File: src/rtl/tx_word_pkg.sv
// Shared constants and helpers for the ASCII-hex UART packet transmitter.
package tx_word_pkg;

  // Packet trailer characters.
  localparam logic [7:0] CR = 8'h0D;
  localparam logic [7:0] LF = 8'h0A;

  // 8N1 frame: start + 8 data + stop.
  localparam int unsigned FrameBits = 10;

  typedef enum logic {
    StIdle,
    StSend
  } tx_state_e;

  // Uppercase ASCII hex digit for one nibble.
  function automatic logic [7:0] hex_ascii(input logic [3:0] nibble);
    if (nibble < 4'd10) begin
      return 8'h30 + {4'h0, nibble};
    end else begin
      return 8'h37 + {4'h0, nibble};
    end
  endfunction

endpackage

File: src/rtl/uart_tx_byte.sv
// 8N1 byte serializer. A start strobe loads a byte and drives its start bit
// on the same edge; last_bit_o flags the cycle in which the stop bit is on
// the line, so a new start can follow with no idle gap.
module uart_tx_byte
  import tx_word_pkg::*;
(
  input  logic       clk_i,
  input  logic       rst_ni,
  input  logic       start_i,
  input  logic [7:0] load_i,
  output logic       last_bit_o,
  output logic       tx_o
);

  localparam logic [3:0] LastCnt   = 4'(FrameBits - 1);
  localparam logic [3:0] DataLimit = 4'd8;

  // cnt_q is the frame position of the bit currently on the line.
  logic [3:0] cnt_q, cnt_d;
  logic [7:0] shift_q, shift_d;
  logic       busy_q, busy_d;
  logic       tx_q, tx_d;

  assign last_bit_o = busy_q && (cnt_q == LastCnt);
  assign tx_o       = tx_q;

  // Next bit on the line: a new start wins over finishing the current stop bit.
  always_comb begin
    cnt_d   = cnt_q;
    shift_d = shift_q;
    busy_d  = busy_q;
    tx_d    = tx_q;
    if (start_i) begin
      tx_d    = 1'b0;
      shift_d = load_i;
      cnt_d   = 4'd0;
      busy_d  = 1'b1;
    end else if (busy_q) begin
      if (cnt_q == LastCnt) begin
        busy_d = 1'b0;
        tx_d   = 1'b1;
        cnt_d  = 4'd0;
      end else begin
        cnt_d = cnt_q + 4'd1;
        if (cnt_q < DataLimit) begin
          // Data goes out LSB first.
          tx_d    = shift_q[0];
          shift_d = {1'b0, shift_q[7:1]};
        end else begin
          tx_d = 1'b1;
        end
      end
    end
  end

  // Serializer state; the line idles high and returns high on reset at once.
  always_ff @(posedge clk_i or negedge rst_ni) begin
    if (!rst_ni) begin
      cnt_q   <= 4'd0;
      shift_q <= 8'h00;
      busy_q  <= 1'b0;
      tx_q    <= 1'b1;
    end else begin
      cnt_q   <= cnt_d;
      shift_q <= shift_d;
      busy_q  <= busy_d;
      tx_q    <= tx_d;
    end
  end

endmodule

File: src/rtl/tx_word.sv
// Streams a RESOLUTION-bit word as an ASCII-hex packet (MS nibble first,
// then CR LF) over a UART line clocked at the baud rate. Packets repeat back
// to back while transmit_enable is high at each packet boundary.
module tx_word
  import tx_word_pkg::*;
#(
  parameter int unsigned RESOLUTION = 16
) (
  input  logic                  uart_clk,
  input  logic                  rst_n,
  output logic                  TX,
  input  logic [RESOLUTION-1:0] tx_data,
  input  logic                  transmit_enable
);

  localparam int unsigned NIBBLES = RESOLUTION / 4;
  localparam int unsigned CHARS   = NIBBLES + 2;
  localparam int unsigned CharW   = $clog2(CHARS);

  localparam logic [CharW-1:0] LastChar = CharW'(CHARS - 1);

  tx_state_e             state_q;
  logic [CharW-1:0]      char_q;
  logic [RESOLUTION-1:0] shadow_q;

  logic                  byte_start;
  logic                  byte_last;
  logic [7:0]            byte_load;
  logic                  last_char;
  logic [RESOLUTION-1:0] sel_word;
  logic [CharW-1:0]      sel_idx;
  logic [3:0]            sel_nib;
  int unsigned           nib_shift;

  assign last_char = (char_q == LastChar);

  // Decide when the serializer starts a new character, and which one.
  // At a packet start the shadow is only being written this edge, so the
  // first character is taken straight from tx_data.
  always_comb begin
    byte_start = 1'b0;
    sel_word   = shadow_q;
    sel_idx    = char_q + CharW'(1);
    unique case (state_q)
      StIdle: begin
        if (transmit_enable) begin
          byte_start = 1'b1;
          sel_word   = tx_data;
          sel_idx    = '0;
        end
      end
      StSend: begin
        if (byte_last) begin
          if (!last_char) begin
            byte_start = 1'b1;
          end else if (transmit_enable) begin
            byte_start = 1'b1;
            sel_word   = tx_data;
            sel_idx    = '0;
          end
        end
      end
      default: begin
        byte_start = 1'b0;
      end
    endcase
  end

  // Nibble select and character encoding for the selected index.
  always_comb begin
    nib_shift = 0;
    if (32'(sel_idx) < NIBBLES) begin
      nib_shift = 4 * (NIBBLES - 1 - 32'(sel_idx));
    end
    sel_nib = 4'(sel_word >> nib_shift);
    if (32'(sel_idx) < NIBBLES) begin
      byte_load = hex_ascii(sel_nib);
    end else if (32'(sel_idx) == NIBBLES) begin
      byte_load = CR;
    end else begin
      byte_load = LF;
    end
  end

  // Packet FSM: character index and the word snapshot for this packet.
  always_ff @(posedge uart_clk or negedge rst_n) begin
    if (!rst_n) begin
      state_q  <= StIdle;
      char_q   <= '0;
      shadow_q <= '0;
    end else begin
      unique case (state_q)
        StIdle: begin
          if (transmit_enable) begin
            state_q  <= StSend;
            char_q   <= '0;
            shadow_q <= tx_data;
          end
        end
        StSend: begin
          if (byte_last) begin
            if (!last_char) begin
              char_q <= char_q + CharW'(1);
            end else if (transmit_enable) begin
              char_q   <= '0;
              shadow_q <= tx_data;
            end else begin
              state_q <= StIdle;
              char_q  <= '0;
            end
          end
        end
        default: begin
          state_q <= StIdle;
          char_q  <= '0;
        end
      endcase
    end
  end

  uart_tx_byte u_byte (
    .clk_i      (uart_clk),
    .rst_ni     (rst_n),
    .start_i    (byte_start),
    .load_i     (byte_load),
    .last_bit_o (byte_last),
    .tx_o       (TX)
  );

endmodule

File: config.mk
export PLATFORM = sky130hd
export DESIGN_NAME = tx_word
export DESIGN_NICKNAME = d
export VERILOG_FILES = /design/src/rtl/tx_word_pkg.sv /design/src/rtl/uart_tx_byte.sv /design/src/rtl/tx_word.sv
export SDC_FILE = /design/constraint.sdc
export NUM_CORES = 1
export LEC_CHECK = 0
export ABC_AREA = 1
export BUFFER_PORTS_ARGS = -buffer_cell sky130_fd_sc_hd__buf_2
export CAP_MARGIN = 20
export CORE_ASPECT_RATIO = 0.9
export CORE_UTILIZATION = 35
export CTS_BUF_LIST = sky130_fd_sc_hd__clkbuf_16
export DETAILED_ROUTE_END_ITERATION = 10
export GPL_TIMING_DRIVEN = 0
export PLACE_DENSITY = 0.6
export SLEW_MARGIN = 20
export SYNTH_ARGS = -nofsm -noshare
export SYNTH_HDL_FRONTEND = slang
export SYNTH_HIERARCHICAL = 1
export SYNTH_SLANG_ARGS = --single-unit
File: constraint.sdc
create_clock -name uart_clk -period 2.4 [get_ports uart_clk]
set_input_delay 0.12 -clock uart_clk [delete_from_list [all_inputs] [get_ports uart_clk]]
set_output_delay 0.12 -clock uart_clk [all_outputs]
set_load 0.05 [all_outputs]
==> flow_summary.yaml, run 1 <==
clock_network:
  cts.clk_slew.worst_paths_ns: 0.05
  cts_sinks: 34
  cts_root_buffer: "clkbuf_16"
  clk_latency_ns: 0.28
  tritoncts: "done"
  clk_path_buf_depth: 2
  h-tree-depth: 2
  numCtsBuffers: 5
placed_design:
  dp_hpwl_mm: 2.944
  placedCellCount: 363
  dpl-instance-area_mm2: 0.002231
  gp_congestion: 0.8117
  io_buffers: 19
  pre_cts_ws_ns: -0.2963
setup_path:
  cp_common_cell: "nand2_4"
  ff2ff_path_depth: 19
  cp_num_cells: 19
  critPathMaxFanout: 6
  end_kind: "flip-flop"
  slowest_stage: "dfrtp_1"
  critPathLaunchType: "flip-flop"
  cp_data_arrival_time_ns: 2.54
  max_stage_delay_ns: 0.38
  worstPathCellList: "inv_2, ha_4, nand3_4, nor2_4, nand3_2, nand2_4, nand2_8, buf_8, nand2_4, nand2_4, o211ai_1, nand2_1, inv_2, ha_4, nand3_2, nand2_2, nor2_2, nand2_1, o211ai_1"
  worst_ep_required_time_ns: 2.54
  cp_top_family: "simple AND/OR/NAND/NOR gates"
  cp_num_buf_inv: 3
  crit_type: "reg2reg"
layout:
  final_core_util: 0.4794
  syn_to_final_growth_pct: 32.50
  drive_gt1_frac: 0.3406
  final_cells: 390
  fin_nets: 343
  diodes: 0
  final_area_mm2: 0.002714
die:
  initial_core_util: 0.3618
  chipWidth_um: 82.64
  coreArea_mm2: 0.005660
  die_area_mm2: 0.006162
  die_h_um: 74.57
  num_rows: 26
  ioPinCount: 20
synth:
  synth_area_per_cell_um2: 7.475
  synth_nets: 298
  ys_types: 28
  ys_warn_count: 6
  yosys.area.top_type: "dfrtp_1"
  synth_edf_count: 0
  ys_seq_elements: 34
  synth_top_cell_area_share: 0.4032
  synthCells: 274
  synth_area_mm2: 0.002048
  yosysMostFrequentCell: "nand2_1"
  async_flop_share: 1.000
  ys_seq_area_frac: 0.4160
  ys_top_cells_by_area: "dfrtp_1 (40%), nand2_1 (16%), inv_1 (10%)"
  synth_ff_type: "dfrtp_1"
  synth_common_cells: "nand2_1 (88), inv_1 (55), dfrtp_1 (33), nand3_1 (21), o21ai_0 (13)"
drt:
  wl_per_cell_um: 11.86
  vias_per_cell: 4.574
  drtAntennaViolNets: 0
  drc_errors: 0
  drt-total-wl_mm: 4.626
  routed-via-count: 1784
  dr.first_iter.drc_count: 58
  firstDrtPassIters: 4
timing:
  rsz0062_at_grt: "yes"
  slew_violations: 0
  setup_slack_ns: 0.008889
  fmax_mhz: 418.2
  slew_headroom: 0.4760
  finClkSkew_ns: 0.004274
  hold_slack_ns: 0.06203
  period_share: 0.9963
  finalSetupViolations: 0
  max_slew.worst_pin.slew_ns: 0.7860
  min_period_ns: 2.391
  hold_viol_final: 0
global_routing:
  grt_pass1_wl_mm: 8.059
  antenna_found_initial: 0
  grt_pass1_vias: 1827
  grt.total_usage: 0.1754
  grt.overflow.total: 0
  grt_max_degree: 35
pwr:
  p_leak_nw: 1.397
  p_switching_uw: 250.3
  power.density_mw_per_mm2: 446.5
  p_sw_frac: 0.2066
  seqPwrFrac: 0.474
  combPwrFrac: 0.030
  ir_drop_mv: 0.3541
  p_int_uw: 961.3
  p_clk_frac: 0.497
job:
  max_cap_violations: 0
min_path:
  holdPathStages: 3
  hp-class: "in2reg"
run_status:
  status: "finished clean"
==> state kept, by name, indices dropped and copies added (netlist names) <==
register / flops
shadow_q: 16
u_byte/busy_q: 1
u_byte/shift_q: 8
state_q: 1
u_byte/cnt_q: 4
char_q: 3
u_byte/tx_o: 1
==> layout by cell type, fill, tap and decap left out, types with 2 or more instances in the layout <==
cell       count
o211ai_1       4
nand3b_1      10
nor2_4         3
nand3_1       13
o21ai_0       10
ha_1           3
buf_2         19
nor2_1         4
buf_6          3
inv_2          7
nand2_1       71
buf_4         15
a21oi_1        3
ha_4           2
nand2_2       21
nand4_1        2
o21ai_2        5
inv_1         53
nand3_2        9
nand2_4        8
dfrtp_1       33
clkbuf_16      6
nor2_2         2
buf_8          2
a21oi_2        2
==> power groups by stage <==
stage | logic, mW | registers (mW) | clock network, mW
final | 0.0358 | 0.574 | 0.602
after global routing | 0.0411 | 0.574 | 0.643
after CTS | 0.0364 | 0.574 | 0.615
after detailed placement | 0.0345 | 0.584 | 0
after global placement | 0.0344 | 0.584 | 0
after floorplan | 0.00650 | 0.584 | 0
==> final timing paths <==
check | start | endpoint | slack, ns
max | u_byte/cnt_q[1]$_DFFE_PN0P_ | u_byte/shift_q[6]$_DFFE_PN0P_ | 0.009
min | tx_data[0] | shadow_q[0]$_DFF_PN0_ | 0.06
max reg2reg | u_byte/cnt_q[1]$_DFFE_PN0P_ | u_byte/shift_q[6]$_DFFE_PN0P_ | 0.009
min reg2reg | shadow_q[4]$_DFF_PN0_ | shadow_q[4]$_DFF_PN0_ | 0.48
max in group asynchronous | rst_n | u_byte/shift_q[2]$_DFFE_PN0P_ | 1.44
min in group asynchronous | rst_n | shadow_q[11]$_DFF_PN0_ | 0.46
==> cells by family after synthesis <==
logic type / count (synthesis) / synth area share
flops: 34 / 0.4160
other cells: 1 / 0.001831
fa+ha+maj: 5 / 0.03054
xor+xnor: 2 / 0.01222
simple gates: 145 / 0.3439
compound gates: 24 / 0.06720
buf+inv: 63 / 0.1283
==> routing by layer <==
metal  vias up  global-route usage  part of all wire
li1        925                   -                 -
met2        19              0.2883              0.46
met1       834              0.2264              0.51
met3         6             0.04417             0.019
met5         -                   0                 0
met4         0             0.05747             0.013
==> stage by stage <==
stage               power [mW]  setup TNS, ns
CTS                      1.225        -0.1007
detailed placement      0.6184         -1.133
finish                   1.212              0
global route             1.258        -0.7046
global placement        0.6182         -1.071
floorplan               0.5905              0
==> cell type report <==
cell class                      instances  area (um^2)
Tap cell                               70        87.58
Sequential cell                        34        852.1
Fill cell                             584         2947
Clock buffer                            5        125.1
Clock inverter                          3        11.26
Timing Repair Buffer                   37        254.0
Buffer                                  5        56.30
Inverter                               58        220.2
Multi-Input combinational cell        178         1107
==> timing repair <==
| item | 4_1_cts | 5_1_grt |
|---|---|---|
| hold endpoints to repair | 33 | 0 |
| hold buffers | 1 | 0 |
| gates resized for setup | 28 | 29 |
| gates cloned | 1 | 1 |
| setup buffers | 12 | 4 |
| pin swaps | 25 | 21 |
| setup endpoints to repair | 7 | 7 |
==> tightest hold or removal path: stages <==
cell and delay, ns:
buf_2 0.08, o21ai_2 0.06, inv_1 0.04
No activity file was read; power rests on OpenSTA's default activity.
==> run 2, diff against run 1 <==
==> constraint.sdc (replaced) <==
create_clock -name uart_clk -period 2.4 [get_ports uart_clk]
set_input_delay 0.36 -clock uart_clk [delete_from_list [all_inputs] [get_ports uart_clk]]
set_output_delay 0.36 -clock uart_clk [all_outputs]
set_load 0.05 [all_outputs]
==> flow_summary.yaml, run 2 (synthesized netlist as in run 1, its figures left out) <==
timing:
  period_share: 0.9970
  hold_viol_final: 0
  min_period_ns: 2.393
  setup_slack_ns: 0.007213
  setup_tns_ns: 0
  rsz0062_at_grt: "yes"
  max_slew.worst_pin.slew_ns: 0.7619
  slew_violations: 0
  fmax_mhz: 417.9
  finClkSkew_ns: 0.004937
  slew_headroom: 0.4921
  finalSetupViolations: 0
clock_network:
  clk_latency_ns: 0.28
  cts_root_buffer: "clkbuf_16"
  clk_path_buf_depth: 2
  tritoncts: "done"
  ctsHoldBuffers: 0
  numCtsBuffers: 5
  h-tree-depth: 2
  cts_sinks: 34
  cts.clk_slew.worst_paths_ns: 0.05
layout:
  top_regs: "shadow_q: 16 flops, u_byte/shift_q: 8 flops, u_byte/cnt_q: 4 flops"
  final_common_cell: "nand2_1"
  syn_to_final_growth_pct: 32.01
  diodes: 0
  largest_reg_flops: 16
  fill_cells: 588
  fin_nets: 342
  top_register: "shadow_q"
  mostFrequentLayoutCells: "nand2_1 (71), inv_1 (53), dfrtp_1 (33)"
  multiInputGateArea_mm2: 0.001107
  ff_latch_area_um2: 852.1
  final_area_mm2: 0.002704
  drive_gt1_frac: 0.3417
setup_path:
  ff2ff_path_depth: 19
  worst_ep_required_time_ns: 2.54
  reg2reg_slack_ns: 0.007
  critPathMaxFanout: 6
  cp_common_cell: "nand2_4"
  crit_type: "reg2reg"
  timing.rr.start: "u_byte/cnt_q[1]$_DFFE_PN0P_"
  cp_top_family: "simple AND/OR/NAND/NOR gates"
  critPathLaunchType: "flip-flop"
  worstPathCellList: "inv_2, ha_4, nand3_4, nor2_4, nand3_2, nand2_4, nand2_8, buf_8, nand2_4, nand2_4, o211ai_1, nand2_1, inv_2, ha_4, nand3_2, nand2_2, nor2_2, nand2_1, o211ai_1"
  slowest_stage: "dfrtp_1"
  reg2reg_to: "u_byte/shift_q[6]$_DFFE_PN0P_"
  end_kind: "flip-flop"
  max_stage_delay_ns: 0.38
  cp_num_cells: 19
  cp_num_buf_inv: 3
  cp_data_arrival_time_ns: 2.54
die:
  coreArea_mm2: 0.005660
  chipWidth_um: 82.64
  ioPinCount: 20
  num_rows: 26
  initial_core_util: 0.3618
  die_h_um: 74.57
  die_area_mm2: 0.006162
drt:
  route.met3.wl_um: 103
  topRoutingLayerUsed: "met4"
  dr.first_iter.drc_count: 45
  vias_per_cell: 4.548
  drc_errors: 0
  met2WireLength_mm: 2.154
  firstDrtPassIters: 4
  wl_met1_mm: 2.291
  drt-total-wl_mm: 4.611
  wl_per_cell_um: 11.85
  routed-via-count: 1769
  drtAntennaViolNets: 0
placed_design:
  pre_cts_ws_ns: -0.2963
  dpl-instance-area_mm2: 0.002231
  gp_congestion: 0.8117
  io_buffers: 19
  dp_hpwl_mm: 2.944
job:
  max_cap_violations: 0
pwr:
  p_leak_nw: 1.393
  ir_drop_mv: 0.3544
  power.density_mw_per_mm2: 446.9
global_routing:
  grt_max_degree: 35
  grt_pass1_wl_mm: 8.052
  grt.total_usage: 0.1756
  antenna_found_initial: 0
  grt.overflow.total: 0
  grt_pass1_vias: 1820
run_status:
  status: "finished clean"
min_path:
  hp-class: "in2async"
run 2: cell types whose count changed in the layout (fill, tap and decap cells not counted), sizes merged:
cell         previous run  this run
dlygate4sd3             1         0
run 2: metal layers:
metal / GRT usage / vias up
met2: 0.2893 / 19
met1: 0.2264 / 821
li1: - / 923
met5: 0 / -
met3: 0.04417 / 6
met4: 0.05747 / 0
run 2: power breakdown:
group | switching (mW) | leakage (nW) | internal (mW)
clock network | 0.227 | 0.0776 | 0.373
logic | 0.0208 | 0.949 | 0.0136
registers | 0 | 0.366 | 0.574
total | 0.248 | 1.39 | 0.960
run 2: what timing repair did:
item,in CTS,in global routing
resized for setup,28,29
endpoints found under the hold margin,0,0
pin swaps,25,21
gates cloned,1,1
buffers inserted,12,4
setup endpoints to repair,7,7
run 2: stage by stage:
step,power (mW),hold slack (ns),cells,util
after global routing,1.257,0.2410,389,0.4777
after global placement,0.6182,0.4587,363,0.3941
after detailed placement,0.6184,0.4559,363,0.3941
final,1.208,0.1507,389,0.4777
after floorplan,0.5905,0.06441,274,-
after CTS,1.224,0.2025,384,0.4494
run 2: worst max path at each step:
stage                                           start                            end  slack [ns]
final                     u_byte/cnt_q[1]$_DFFE_PN0P_  u_byte/shift_q[6]$_DFFE_PN0P_       0.007
after detailed placement  u_byte/cnt_q[1]$_DFFE_PN0P_  u_byte/shift_q[6]$_DFFE_PN0P_       -0.30
after global placement    u_byte/cnt_q[1]$_DFFE_PN0P_  u_byte/shift_q[6]$_DFFE_PN0P_       -0.28
after global routing      u_byte/cnt_q[1]$_DFFE_PN0P_  u_byte/shift_q[2]$_DFFE_PN0P_       -0.16
after CTS                 u_byte/cnt_q[1]$_DFFE_PN0P_  u_byte/shift_q[2]$_DFFE_PN0P_       -0.03
after floorplan           u_byte/cnt_q[1]$_DFFE_PN0P_  u_byte/shift_q[2]$_DFFE_PN0P_        0.03
run 2: final cells by class:
class                   instances  area share
clock buffers                   5     0.04627
multi-input cells             178      0.4095
clock inverters                 3    0.004165
flip-flops and latches         34      0.3151
inverters                      58     0.08144
well taps                      70     0.03239
plain buffers                   5     0.02082
repair buffers                 36     0.09024
==> run 3, diff against run 2 <==
- PLACE_DENSITY: 0.6 -> 0.58
- clock period: 2.4 -> 2.6 ns (I/O delays scaled with it)
==> flow_summary.yaml, run 3 (synthesized netlist as in run 1, its figures left out) <==
clock_network:
  clk_latency_ns: 0.28
  cts_sinks: 34
  clk_path_buf_depth: 2
  h-tree-depth: 2
  cts.clk_slew.worst_paths_ns: 0.05
  ctsHoldBuffers: 0
  tritoncts: "done"
  cts_root_buffer: "clkbuf_16"
  numCtsBuffers: 5
timing:
  period_share: 0.9696
  finalSetupViolations: 0
  fmax_mhz: 396.7
  slew_headroom: 0.4887
  slew_violations: 0
  rsz0062_at_grt: "yes"
  setup_slack_ns: 0.07912
  setup_tns_ns: 0
  hold_viol_final: 0
  max_slew.worst_pin.slew_ns: 0.7669
  finClkSkew_ns: 0.001493
  hold_slack_ns: 0.1857
  min_period_ns: 2.521
placed_design:
  pre_cts_ws_ns: -0.1254
  placedCellCount: 363
  dpl-instance-area_mm2: 0.002231
  io_buffers: 19
  dp_hpwl_mm: 2.959
  gp_congestion: 0.8166
drt:
  firstDrtPassIters: 6
  drt-total-wl_mm: 4.126
  dr.first_iter.drc_count: 100
  routed-via-count: 1720
  vias_per_cell: 4.538
  wl_per_cell_um: 10.89
  drc_errors: 0
  drtAntennaViolNets: 0
pwr:
  finalPower_mw: 1.115
  p_leak_nw: 1.314
  p_int_uw: 886.8
  p_switching_uw: 228.0
  p_clk_frac: 0.496
  combPwrFrac: 0.028
  power.density_mw_per_mm2: 438.3
  ir_drop_mv: 0.2102
  seqPwrFrac: 0.475
  p_sw_frac: 0.2045
layout:
  multiInputGateArea_mm2: 0.001035
  final_area_mm2: 0.002544
  final_common_cell: "nand2_1"
  diodes: 0
  mostFrequentLayoutCells: "nand2_1 (87), inv_1 (52), dfrtp_1 (32)"
  fill_cells: 561
  syn_to_final_growth_pct: 24.19
  largest_reg_flops: 16
  final_core_util: 0.4494
  fin_nets: 332
  top_register: "shadow_q"
  final_cells: 379
  ff_latch_area_um2: 853.3
  top_regs: "shadow_q: 16 flops, u_byte/shift_q: 8 flops, u_byte/cnt_q: 4 flops"
  drive_gt1_frac: 0.2395
die:
  num_rows: 26
  initial_core_util: 0.3618
  coreArea_mm2: 0.005660
  chipWidth_um: 82.64
  die_area_mm2: 0.006162
  die_h_um: 74.57
  ioPinCount: 20
run_status:
  status: "finished clean"
global_routing:
  grt_pass1_vias: 1592
  grt.overflow.total: 0
  grtUsageMet1: 0.2105
  busiest_layer: "met2"
  grt_max_degree: 35
  grt.total_usage: 0.1535
  use_met3: 0.02945
  antenna_found_initial: 0
  grt_pass1_wl_mm: 7.044
  grtUsageMet2: 0.2351
setup_path:
  cp_num_buf_inv: 4
  crit_type: "reg2reg"
  max_stage_delay_ns: 0.40
  critPathLaunchType: "flip-flop"
  worstPathCellList: "inv_1, ha_2, nand3_4, nor2_4, nand3_2, nand2_4, nand2_8, buf_6, o21ai_1, nand2_1, nand3_1, nand2_1, inv_2, ha_4, inv_2, nand2_2, nand4_1, nand2_1, nand2_1, nand2_1, nand3_2"
  slowest_stage: "dfrtp_1"
  critPathMaxFanout: 10
  cp_data_arrival_time_ns: 2.69
  end_kind: "flip-flop"
  worst_ep_required_time_ns: 2.77
  reg2reg_slack_ns: 0.08
  cp_top_family: "simple AND/OR/NAND/NOR gates"
  cp_common_cell: "nand2_1"
min_path:
  hp-class: "in2async"
job:
  max_cap_violations: 0
-- run 3: layer usage --
layer / part of all wire / vias up
li1: - / 909
met1: 0.49 / 787
met4: 0.016 / 0
met2: 0.47 / 17
met5: 0 / -
met3: 0.023 / 7
-- run 3: power by group through the flow --
stage          Sequential, mW  Combinational (mW)  Clock [mW]
2_1_floorplan           0.539             0.00600           0
3_3_place_gp            0.539              0.0319           0
3_5_place_dp            0.539              0.0317           0
4_1_cts                 0.530              0.0319       0.572
5_1_grt                 0.529              0.0365       0.594
6_report                0.530              0.0317       0.553
-- run 3: repair_timing --
action,CTS,global route
gates resized for setup,5,20
endpoints found under the setup margin,4,6
cloned,0,2
pin swaps,1,15
setup buffers,1,5
-- run 3: worst paths after layout --
kind	from	end	cells after the start
worst min register to register	u_byte/shift_q[7]$_DFFE_PN0P_	u_byte/shift_q[7]$_DFFE_PN0P_	2
worst min-delay path	rst_n	u_byte/cnt_q[3]$_DFFE_PN0P_	1
max in group asynchronous	rst_n	u_byte/cnt_q[0]$_DFFE_PN0P_	1
worst max-delay path	u_byte/cnt_q[1]$_DFFE_PN0P_	u_byte/shift_q[2]$_DFFE_PN0P_	21
min in group uart_clk	tx_data[0]	shadow_q[0]$_DFF_PN0_	3
worst max register to register	u_byte/cnt_q[1]$_DFFE_PN0P_	u_byte/shift_q[2]$_DFFE_PN0P_	21
-- run 3: layout make-up --
class / instances / share of cell area
plain buffers: 5 / 0.01918
clock buffers: 5 / 0.04919
clock inverters: 3 / 0.004427
inverters: 58 / 0.08559
multi-input cells: 178 / 0.4068
flip-flops and latches: 34 / 0.3355
well taps: 70 / 0.03443
repair buffers: 26 / 0.06493
